## config.mk

```make
export PLATFORM = sky130hd
export DESIGN_NAME = fetch_queue
export DESIGN_NICKNAME = d
export VERILOG_FILES = /design/src/rtl/fetch_queue.sv
export SDC_FILE = /design/constraint.sdc
export NUM_CORES = 1
export LEC_CHECK = 0
export ABC_AREA = 0
export CORE_ASPECT_RATIO = 0.5
export CORE_MARGIN = 2
export CORE_UTILIZATION = 55
export DETAILED_ROUTE_END_ITERATION = 10
export GPL_TIMING_DRIVEN = 0
export HOLD_SLACK_MARGIN = 0.03
export MAX_ROUTING_LAYER = met4
export PLACE_DENSITY = 0.79
export SLEW_MARGIN = 40
export SYNTH_ARGS = -nofsm -noshare
export SYNTH_HDL_FRONTEND = slang
export SYNTH_SLANG_ARGS = --single-unit
```

## constraint.sdc

```tcl
create_clock -name clk -period 19.3 [get_ports clk]
set_clock_uncertainty 0.1 [all_clocks]
set_input_delay 4.825 -clock clk [delete_from_list [all_inputs] [get_ports clk]]
set_output_delay 4.825 -clock clk [all_outputs]
set_load 0.02 [all_outputs]
```

## src/rtl/fetch_queue.sv

```systemverilog
// fetch_queue: PC generator plus DEPTH-entry instruction queue feeding decode.
// Optional same-cycle bypass of an empty queue: define FETCH_BYPASS_EN.
module fetch_queue #(
    parameter int ADDR_WIDTH = 32,
    parameter int INST_WIDTH = 32,
    parameter int DEPTH      = 4,
    parameter logic [ADDR_WIDTH-1:0] RESET_PC = '0
) (
    input  logic                      clk,
    input  logic                      rst,
    output logic [ADDR_WIDTH-1:0]     inst_addr_o,
    output logic                      inst_ce_o,
    input  logic [INST_WIDTH-1:0]     inst_i,
    input  logic                      redirect_i,
    input  logic [ADDR_WIDTH-1:0]     redirect_addr_i,
    input  logic                      deq_i,
    output logic                      valid_o,
    output logic [INST_WIDTH-1:0]     inst_o,
    output logic [ADDR_WIDTH-1:0]     inst_addr_out_o,
    output logic [$clog2(DEPTH):0]    count_o
);

    localparam int PW = $clog2(DEPTH);
    localparam int CW = PW + 1;
    localparam logic [CW:0] DEPTH_W = (CW+1)'(DEPTH);

    logic [ADDR_WIDTH-1:0] pc_q, pc_d;
    logic                  pending_q, pending_d;
    logic [ADDR_WIDTH-1:0] pend_addr_q, pend_addr_d;
    logic [PW-1:0]         wr_ptr_q, wr_ptr_d;
    logic [PW-1:0]         rd_ptr_q, rd_ptr_d;
    logic [CW-1:0]         count_q, count_d;

    logic [INST_WIDTH-1:0] inst_q [DEPTH];
    logic [ADDR_WIDTH-1:0] addr_q [DEPTH];

    logic [CW:0] occ;
    logic        issue;
    logic        push;
    logic        byp;
    logic        pop;
    logic        wr_en;

    // Issue/push/pop decisions and next-state for all control registers
    always_comb begin
        occ         = {1'b0, count_q} + {{CW{1'b0}}, pending_q};
        issue       = ~rst & ~redirect_i & (occ < DEPTH_W);
        push        = pending_q & ~redirect_i;
`ifdef FETCH_BYPASS_EN
        byp         = push & (count_q == '0);
`else
        byp         = 1'b0;
`endif
        pop         = deq_i & (count_q != '0);
        wr_en       = push & ~(byp & deq_i);

        pc_d        = pc_q;
        pending_d   = issue;
        pend_addr_d = pend_addr_q;
        wr_ptr_d    = wr_ptr_q;
        rd_ptr_d    = rd_ptr_q;
        count_d     = count_q;

        if (issue) begin
            pc_d        = pc_q + ADDR_WIDTH'(4);
            pend_addr_d = pc_q;
        end
        if (wr_en) begin
            wr_ptr_d = wr_ptr_q + PW'(1);
        end
        if (pop) begin
            rd_ptr_d = rd_ptr_q + PW'(1);
        end
        unique case ({wr_en, pop})
            2'b10:   count_d = count_q + CW'(1);
            2'b01:   count_d = count_q - CW'(1);
            default: count_d = count_q;
        endcase

        if (redirect_i) begin
            pc_d      = {redirect_addr_i[ADDR_WIDTH-1:2], 2'b00};
            pending_d = 1'b0;
            wr_ptr_d  = '0;
            rd_ptr_d  = '0;
            count_d   = '0;
        end
    end

    // Control register bank
    always_ff @(posedge clk or posedge rst) begin
        if (rst) begin
            pc_q        <= RESET_PC;
            pending_q   <= 1'b0;
            pend_addr_q <= '0;
            wr_ptr_q    <= '0;
            rd_ptr_q    <= '0;
            count_q     <= '0;
        end else begin
            pc_q        <= pc_d;
            pending_q   <= pending_d;
            pend_addr_q <= pend_addr_d;
            wr_ptr_q    <= wr_ptr_d;
            rd_ptr_q    <= rd_ptr_d;
            count_q     <= count_d;
        end
    end

    // Queue storage; cleared on reset so the head reads zero while empty
    always_ff @(posedge clk or posedge rst) begin
        if (rst) begin
            for (int i = 0; i < DEPTH; i++) begin
                inst_q[i] <= '0;
                addr_q[i] <= '0;
            end
        end else if (wr_en) begin
            inst_q[wr_ptr_q] <= inst_i;
            addr_q[wr_ptr_q] <= pend_addr_q;
        end
    end

    assign inst_ce_o   = issue;
    assign inst_addr_o = pc_q;
    assign count_o     = count_q;

`ifdef FETCH_BYPASS_EN
    assign valid_o         = (count_q != '0) | byp;
    assign inst_o          = byp ? inst_i : inst_q[rd_ptr_q];
    assign inst_addr_out_o = byp ? pend_addr_q : addr_q[rd_ptr_q];
`else
    assign valid_o         = (count_q != '0);
    assign inst_o          = inst_q[rd_ptr_q];
    assign inst_addr_out_o = addr_q[rd_ptr_q];
`endif

endmodule

```

==> results by group <==
Placed design
  • Detailed-placement wirelength estimate: 23.1 mm
  • Total placed instance area: 16200 um2
  • Gp weighted congestion: 0.915
  • Port bufs: 161
  • Dpl ws: 7.16 ns

Worst setup path
  • CP Capture Type: output pin
  • Critical-path top delay cell: clkdlybuf4s50_1
  • Crit path DAT: 7.26 ns
  • Critical setup path kind: in2out
  • Critical-path cell list: clkdlybuf4s50_1 > or4_4 > buf_6 > inv_6 > buf_6 > buf_2 > clkdlybuf4s50_1
  • Startpoint types: input pin
  • Worst Path Max Fanout: 10
  • Max stage delay on crit path: 0.67 ns
  • Req. time, crit path: 14.38 ns

Floorplanning
  • Top Ports: 169
  • Rows: 41
  • Core Box Area: 25100 um2
  • Initial Util: 55.8%
  • Die Y: 117 um
  • Full die area: 26800 um2
  • Die Width: 230 um

Drt
  • DR WL met3: 1.45 mm
  • Wire per inst: 21.5 um
  • Met2 wire len: 16.2 mm
  • DRC errors left: 0
  • Vias per cell: 5.85
  • DR vias: 9029
  • Drt first pass iters: 5
  • Highest routed layer: met4
  • DRT iter0 DRCs: 711
  • Routed wire length: 33.1 mm
  • DRT antenna net count: 0
  • Metal-1 WL: 14.7 mm

Power
  • Sw frac: 31.1%
  • P_leak: 7.83 nW
  • Power per Cell Area: 135 nW/um2
  • Pint: 1.59 mW
  • Peak VDD IR: 0.0640 mV
  • Reg power frac: 42.6%
  • Design Power: 2.31 mW
  • Gate power share: 33.2%
  • Psw: 717 uW
  • Clock power frac: 24.2%

STA
  • Minimum clock period: 12.18 ns
  • Final worst slack: 7.12 ns
  • F_max: 82.1 MHz
  • Slew HR: 45.8%
  • TNS Setup: 0 ns
  • Slew Viols, Final: 0
  • Setup Viol. Count Final: 0
  • Worst Tran Pin Value: 0.814 ns
  • Hold Vio Cnt, Final: 0
  • RSZ-0062 raised after global routing: no
  • Final Cycle Share: 63.1%

Yosys
  • Synthesized cell area: 14000 um2
  • Post-synth cell types: 50
  • Fraction of registers with async set/reset: 100%
  • Seq cells post-synth: 316
  • Main combinational cell family by area after synthesis: multiplexers
  • Mux contribution to synthesized area: 30.1%
  • Cell count after synthesis: 980
  • Post-synth top area share: 56.5%
  • Syn Area/Cell: 14.3 um2
  • Yosys warns: 0
  • Top cells by area, synth: dfrtp_1 (56%), mux2_2 (20%), mux4_2 (10%)
  • XOR/XNOR Fraction of Synth Area: 0.500%
  • Main synth FF type: dfrtp_1
  • Complex-gate fraction of the synthesized area: 3.18%
  • Seq/Total Area, Yosys: 56.5%
  • Post-Synth Simple-Gate Area: 6.25%
  • Synth area leader: dfrtp_1
  • Number of synthesized flops with an enable pin: 0
  • Adder-Cell Fraction of Synth Area: 0.590%

Cells and area
  • Post-Layout Inst Area: 17100 um2
  • Layout cell share with drive strength beyond 1: 34.4%
  • Synthesis-to-layout area growth: 22.0%
  • # nets final: 1252

Run
  • Max-cap viol count: 0

CTS
  • H-tree Lvls: 1
  • CTS tree: done
  • CTS root buffer: clkbuf_16
  • Post-CTS Setup Inserts: 0
  • Sink Count: 316
  • Hold buffer count at CTS: 0
  • Skew-Pair Late Insertion Delay: 0.55 ns
  • Cts repair resizes: 0
  • CTS Buf Count: 28
  • Clock Path Buffers: 3
  • Clock slew at reported path FFs: 0.06 ns

Global routing
  • First-pass GRT wire length: 52.7 mm
  • Number of global-route vias before repair: 9390
  • Antenna violations before repair: 0
  • Largest net degree at the start of global routing: 82
  • Total track usage: 26.2%
  • Overflow after GRT: 0

Worst hold path
  • HP Class: reg2reg

Run status
  • Status: complete, no violations
==> state kept, by name, summed over array words and instances (netlist names) <==
signal and count:
addr_q 120, count_o 3, inst_addr_o 30, inst_q 128, pend_addr_q 30, pending_q 1, rd_ptr_q 2, wr_ptr_q 2
==> synth_stat cells, drive strengths merged, types with 3 or more instances <==
cell type and count:
mux2 248, a221o 4, nor2 17, ha 5, dfrtp 316, o311ai 9
inv 11, and3 9, clkbuf 13, nand4 7, xor2 5, and4 3
o211ai 11, nor3 3, nand3 24, o21ai 18, nand2 122, xnor2 3
mux4 62, a32oi 3, a21oi 3, or3 4, buf 55
==> per-layer routing <==
metal  global-route usage (%)  up-vias
met5                        -        -
met4                     6.80        0
met3                     3.71       57
met2                     43.1      279
met1                     35.0     4707
li1                         -     3986
==> worst paths after layout <==
| kind | endpoint | cells past startpoint | slack [ns] | start |
|---|---|---|---|---|
| worst max-delay path | inst_ce_o | 7 | 7.12 | rst |
| worst min-delay path | inst_q[112] | 1 | 0.40 | inst_q[112] |
| worst max register to register | count_o[2] | 7 | 16.72 | count_o[0] |
| worst min register to register | inst_q[112] | 1 | 0.40 | inst_q[112] |
| max in group asynchronous | addr_q[37] | 4 | 13.50 | rst |
| min in group asynchronous | count_o[1] | 2 | 4.64 | rst |
==> critical path, delay by kind of cell <==
kind	cells	cell delay [ns]
buffers and inverters	6	1.86
and+or+nand+nor	1	0.55
==> through the flow <==
| stage | hold WS, ns | instances | util [%] |
|---|---|---|---|
| after floorplan | 0.374 | 983 | - |
| after detailed placement | 0.388 | 1492 | 64.5 |
| after global placement | 0.380 | 1488 | 64.0 |
| final | 0.401 | 1543 | 68.1 |
| after CTS | 0.403 | 1542 | 68.1 |
| after global routing | 0.413 | 1542 | 68.1 |
==> kinds of logic (layout without fill, tap and decap cells) <==
family	Yosys count	in the layout
AO/OA/AOI/OAI	62	62
XOR/XNOR	8	8
adder cells (fa/ha/maj)	6	6
buffers and inverters	79	294
flip-flops	316	316
multiplexers	312	312
other	1	5
AND/OR/NAND/NOR	196	196
==> cell usage in the layout, fill, tap and decap left out, types with 18 or more instances in the layout <==
cell               n
dfrtp_1          316
mux2_2           248
buf_2             38
clkbuf_1          21
mux4_2            62
nand3_1           24
clkdlybuf4s50_1  161
clkbuf_16         29
nand2_1          122
o21ai_0           18
==> final cells by class <==
cell class	instances	area (um2)
Clock buffer	41	811
Tap cell	344	430
Sequential cell	316	7910
Inverter	11	53.8
Clock inverter	9	97.6
Antenna cell	1	2.50
Buffer	68	364
Timing Repair Buffer	165	1720
Multi-Input combinational cell	588	5700
Fill cell	1695	8000
==> power groups by stage <==
stage | sequential (mW) | combinational, mW | clock (mW)
2_1_floorplan | 0.952 | 0.476 | 0
6_report | 0.984 | 0.765 | 0.558
3_5_place_dp | 0.992 | 0.770 | 0
4_1_cts | 0.981 | 0.775 | 0.568
5_1_grt | 1.00 | 0.815 | 0.593
3_3_place_gp | 0.972 | 0.747 | 0
Note: power is estimated with default switching activity, not from simulation.
